`src/rtl/intra4_mode_select.sv`:
```
// Scores a stream of candidate 4x4 intra predictions against a latched source block
// and keeps the lowest-SAD candidate (earliest wins on ties).
module intra4_mode_select #(
    parameter int unsigned BIT_WIDTH  = 8,
    parameter int unsigned BLOCK_SIZE = 4,
    parameter int unsigned MODE_NUM   = 10,
    parameter int unsigned SAD_WIDTH  = BIT_WIDTH + 4
) (
    input  logic                                   clk,
    input  logic                                   rst,
    input  logic                                   start,
    input  logic [BIT_WIDTH*BLOCK_SIZE*BLOCK_SIZE-1:0] src,
    input  logic                                   pred_valid,
    output logic                                   pred_ready,
    input  logic [3:0]                             pred_mode,
    input  logic [BIT_WIDTH*BLOCK_SIZE*BLOCK_SIZE-1:0] pred,
    output logic                                   busy,
    output logic                                   done,
    output logic [3:0]                             best_mode,
    output logic [SAD_WIDTH-1:0]                   best_sad,
    output logic [BIT_WIDTH*BLOCK_SIZE*BLOCK_SIZE-1:0] best_pred
);

    localparam int unsigned PIX_NUM = BLOCK_SIZE * BLOCK_SIZE;
    localparam int unsigned BLK_W   = BIT_WIDTH * PIX_NUM;
    localparam int unsigned CNT_W   = $clog2(MODE_NUM + 1);
    localparam logic [CNT_W-1:0] CNT_LAST = CNT_W'(MODE_NUM - 1);

    typedef enum logic [1:0] {StIdle, StCollect, StDrain} state_e;

    state_e state_q, state_d;

    logic [CNT_W-1:0]     count_q;
    logic [BLK_W-1:0]     src_q;
    logic                 accept;
    logic                 drain_done;
    logic                 done_q;
    logic [3:0]           best_mode_q;
    logic [SAD_WIDTH-1:0] best_sad_q;
    logic [BLK_W-1:0]     best_pred_q;

    // Pipeline: s0 = registered candidate, s1 = abs diffs, s2 = SAD
    logic                 v0_q, v1_q, v2_q;
    logic [3:0]           mode0_q, mode1_q, mode2_q;
    logic [BLK_W-1:0]     pred0_q, pred1_q, pred2_q;
    logic [BIT_WIDTH-1:0] ad_d [PIX_NUM];
    logic [BIT_WIDTH-1:0] ad1_q [PIX_NUM];
    logic [SAD_WIDTH-1:0] sad_d;
    logic [SAD_WIDTH-1:0] sad2_q;

    assign pred_ready = (state_q == StCollect) && (count_q <= CNT_LAST);
    assign accept     = pred_valid && pred_ready;
    // Last candidate sits in s2 with nothing behind it: it compares on this edge
    assign drain_done = (state_q == StDrain) && v2_q && !v1_q && !v0_q;

    assign busy      = (state_q != StIdle) || done_q;
    assign done      = done_q;
    assign best_mode = best_mode_q;
    assign best_sad  = best_sad_q;
    assign best_pred = best_pred_q;

    always_comb begin
        for (int i = 0; i < int'(PIX_NUM); i++) begin
            if (src_q[BIT_WIDTH*i +: BIT_WIDTH] > pred0_q[BIT_WIDTH*i +: BIT_WIDTH]) begin
                ad_d[i] = src_q[BIT_WIDTH*i +: BIT_WIDTH] - pred0_q[BIT_WIDTH*i +: BIT_WIDTH];
            end else begin
                ad_d[i] = pred0_q[BIT_WIDTH*i +: BIT_WIDTH] - src_q[BIT_WIDTH*i +: BIT_WIDTH];
            end
        end
    end

    always_comb begin
        sad_d = '0;
        for (int i = 0; i < int'(PIX_NUM); i++) begin
            sad_d = sad_d + SAD_WIDTH'(ad1_q[i]);
        end
    end

    always_comb begin
        state_d = state_q;
        case (state_q)
            StIdle:    if (start) state_d = StCollect;
            StCollect: if (accept && (count_q == CNT_LAST)) state_d = StDrain;
            StDrain:   if (drain_done) state_d = StIdle;
            default:   state_d = StIdle;
        endcase
    end

    always_ff @(posedge clk) begin
        if (rst) begin
            state_q     <= StIdle;
            count_q     <= '0;
            src_q       <= '0;
            done_q      <= 1'b0;
            v0_q        <= 1'b0;
            v1_q        <= 1'b0;
            v2_q        <= 1'b0;
            best_mode_q <= '0;
            best_sad_q  <= '0;
            best_pred_q <= '0;
        end else begin
            state_q <= state_d;
            done_q  <= drain_done;
            v0_q    <= accept;
            v1_q    <= v0_q;
            v2_q    <= v1_q;
            if ((state_q == StIdle) && start) begin
                src_q      <= src;
                count_q    <= '0;
                best_sad_q <= '1;
            end
            if (accept) begin
                count_q <= count_q + 1'b1;
            end
            if (v2_q && (sad2_q < best_sad_q)) begin
                best_mode_q <= mode2_q;
                best_sad_q  <= sad2_q;
                best_pred_q <= pred2_q;
            end
        end
    end

    always_ff @(posedge clk) begin
        if (accept) begin
            mode0_q <= pred_mode;
            pred0_q <= pred;
        end
        if (v0_q) begin
            mode1_q <= mode0_q;
            pred1_q <= pred0_q;
            ad1_q   <= ad_d;
        end
        if (v1_q) begin
            mode2_q <= mode1_q;
            pred2_q <= pred1_q;
            sad2_q  <= sad_d;
        end
    end

endmodule

```
`config.mk`:
```
export PLATFORM = sky130hd
export DESIGN_NAME = intra4_mode_select
export DESIGN_NICKNAME = d
export VERILOG_FILES = /design/src/rtl/intra4_mode_select.sv
export SDC_FILE = /design/constraint.sdc
export NUM_CORES = 2
export LEC_CHECK = 0
export BUFFER_PORTS_ARGS = -buffer_cell sky130_fd_sc_hd__buf_2
export CORE_MARGIN = 2
export CORE_UTILIZATION = 62
export CTS_BUF_LIST = sky130_fd_sc_hd__clkbuf_8
export CTS_CLUSTER_DIAMETER = 30
export DETAILED_ROUTE_END_ITERATION = 10
export GPL_TIMING_DRIVEN = 0
export PLACE_DENSITY = 0.89
export SLEW_MARGIN = 10
export SYNTH_ARGS = -nofsm -noshare
export SYNTH_HDL_FRONTEND = slang
export SYNTH_SLANG_ARGS = --single-unit
```
`constraint.sdc`:
```
create_clock -name clk -period 15.96 [get_ports clk]
set_input_delay 0.798 -clock clk [delete_from_list [all_inputs] [get_ports clk]]
set_output_delay 0.798 -clock clk [all_outputs]
set_load 0.01 [all_outputs]
```
==> reports/results.tsv <==
metric	value	unit
result_of_the_run	finished, final reports clean	
clock_sinks	818	
holdCritStartpoint	pred[116]	
syn_area	40100	um^2
max-vdd-ir-drop	0.209	mV
timing.final.hold_violations	0	
drt_first_iter_violations	2507	
power_per_cell_area	131	nW/um^2
synth_top_cells_by_count	536 x edfxtp_1, 467 x inv_1, 366 x a21oi_1, 282 x dfxtp_1, 275 x ha_1	
synth_largest_area_cell	edfxtp_1	
seq_power_share	40.4	%
clock_power_share	36.3	%
pin_count_of_the_biggest_net_entering_global_routing	85	
switching_share	29.4	%
tritoncts	built	
hold_path.class	in2reg	
first_global_vias	28607	
ant_nets	0	
worst_setup_path_start_kind	register	
synth_instances	3495	
timing.critical_path.from	ad1_q[51]$_DFFE_PP_	
syn2layout_area_growth	16.9	%
net-switching-power	1.80	mW
max_cap_violations	0	
drc	0	
final_cell_count_no_fill	5068	
worstSetupEndpointType	register	
place.gp.congestion	0.887	
post-route-cell-area	46800	um^2
drv_slew	0	
path_cells	fa_1, inv_1, fa_1, inv_1, fa_1, fa_1, fa_1, inv_1, fa_1, inv_1, ha_1, a21o_1, a21oi_1, o21bai_1, a2111oi_1, o31ai_1, a21oi_1, xnor2_1	
finClkSkew	0.0462	ns
max_freq	166	MHz
internal_power	4.32	mW
postSynthNetCount	4174	
dp_area	43400	um^2
start_util	62.5	%
cp_data_required_time	16.49	ns
grt_setup_unrepaired	false	
full_die_area	66600	um^2
clockRootBuffer	clkbuf_8	
timing.max_slew.rel_slack	9.87	%
fin_setup_tns	0	ns
drt_pass1_iterations	7	
globalRoute.totalOverflow	0	
clk_latency	0.81	ns
number_of_ports_placed_on_the_die_boundary	411	
route.detailed.vias_per_inst	5.63	
synth.lib_cells_used.distinct	61	
drt-wirelength-per-cell	19.7	um
crit_path_max_fanout	2	
synth_seq_area_share	54.3	%
count_of_endpoints_failing_setup_in_the_final_report	0	
final_critical_path_setup_slack	9.94	ns
area_contributors_post_synth	edfxtp_1 40%, dfxtp_1 14%, ha_1 8.6%	
critical_path_arrival	6.55	ns
warnings_synthesis	0	
cts_inserted_buffers	156	
final.min_clock_period	6.02	ns
post-synth-top-area-fraction	40.2	%
finalPower	6.12	mW
leakage	20.0	nW
power.share.combinational	23.3	%
rows	93	
drive_gt1_share	17.3	%
worstMarginPinSlew	1.35	ns
cts.repair_timing.setup_buffer_count	0	
clk_pin_slew_worst_paths	0.06	ns
post_route_clock_period_utilization	37.7	%
die_width	258	um
cts_hold_buf	0	
design.final.nets	4748	
ws_path_type	reg2reg	
cp_slowest_stage_delay	0.61	ns
reg2reg_from	ad1_q[51]$_DFFE_PP_	
htree_levels	4	
ys_seq_elements	818	
cp_slowest_cell	a2111oi_1	
synth-async-reset-ratio	0	%
postCtsResizedCells	0	
placedCellCount	4766	
dpl.hpwl	70800	um
grt_pass1_wl	154000	um
initial_antenna_violation_count	10	
buffers_on_ports	409	
maximum_buffer_depth_of_the_clock_tree	3	
number_of_synthesized_flops_with_an_enable_pin	536	
chipHeight	258	um
wl	99900	um
pre_cts_slack	9.98	ns
grt_use_total	29.8	%
synth_top_flop_cell	edfxtp_1	
syn-mean-instance-area	11.5	um^2
vias	28537	
critPathMostFrequentCell	fa_1	
core_area	64100	um^2
post-synth-top-count-cell	edfxtp_1	
-- stage by stage --
stage	utilization, %	hold slack (ns)
floorplan	-	0.400
global placement	67.3	0.400
detailed placement	67.6	0.405
CTS	73.0	0.0930
global route	73.0	0.124
finish	73.0	0.160
-- state kept, by name (all words and copies together) (netlist names) --
name	cells
v2_q	1
v1_q	1
state_q	2
best_pred	128
sad2_q	12
v0_q	1
best_mode	4
ad1_q	128
mode2_q	4
mode1_q	4
pred0_q	128
src_q	128
best_sad	12
pred1_q	128
done	1
pred2_q	128
count_q	4
mode0_q	4
-- cells by family after synthesis --
kind of cell / count (synthesis) / synth area share (%)
DFF: 818 / 54.3
AOI/OAI and AO/OA: 746 / 10.6
and+or+nand+nor: 697 / 8.64
buffers and inverters: 607 / 5.85
adders and majority gates: 415 / 15.6
muxes: 107 / 2.70
xor gates and xnor gates: 105 / 2.30
-- routing by layer --
metal | routed length, um | global-route usage [%] | share of wire (%)
met1 | 40000 | 38.5 | 40
met2 | 48300 | 48.8 | 48
met3 | 7610 | 6.10 | 7.6
met4 | 4020 | 13.4 | 4.0
met5 | 0 | 0 | 0
-- power by group through the flow --
stage                     sequential (mW)  clock (mW)  combinational, mW
after floorplan                      2.51           0               1.06
after global placement               2.53           0               1.32
after detailed placement             2.51           0               1.41
after CTS                            2.47        2.24               1.42
after global routing                 2.48        2.34               1.61
final                                2.47        2.22               1.42
-- path summary, 6_finish.rpt --
check	endpoint	slack, ns	cells after the start
max reg2reg	sad2_q[11]$_DFFE_PP_	9.94	18
min reg2reg	pred2_q[111]$_DFFE_PP_	0.40	0
max	sad2_q[11]$_DFFE_PP_	9.94	18
min	pred0_q[116]$_DFFE_PP_	0.16	1
-- cells in the final DEF, fill, tap and decap left out, drive strengths merged, types with 104 or more instances in the layout --
cell type	count
nand3	136
a21oi	369
clkbuf	277
ha	275
buf	450
nor2b	110
edfxtp	536
mux2i	104
dfxtp	282
fa	140
nand2	267
inv	519
o21ai	240
-- area by class of cell --
type | count | area, um^2
Antenna cell | 9 | 22.5
Buffer | 140 | 592
Clock inverter | 122 | 1070
Multi-Input combinational cell | 2070 | 16000
Tap cell | 855 | 1070
Inverter | 467 | 1760
Fill cell | 4112 | 17300
Clock buffer | 171 | 2350
Timing Repair Buffer | 416 | 2220
Sequential cell | 818 | 21700
-- critical path, delay by kind of cell, from the launching register on --
kind	cells	cell delay [ns]
fa+ha+maj	7	3.49
xor+xnor	1	0.08
flops	1	0.41
compound gates	6	1.52
buf+inv	4	0.26
(Power assumes the default switching activity.)
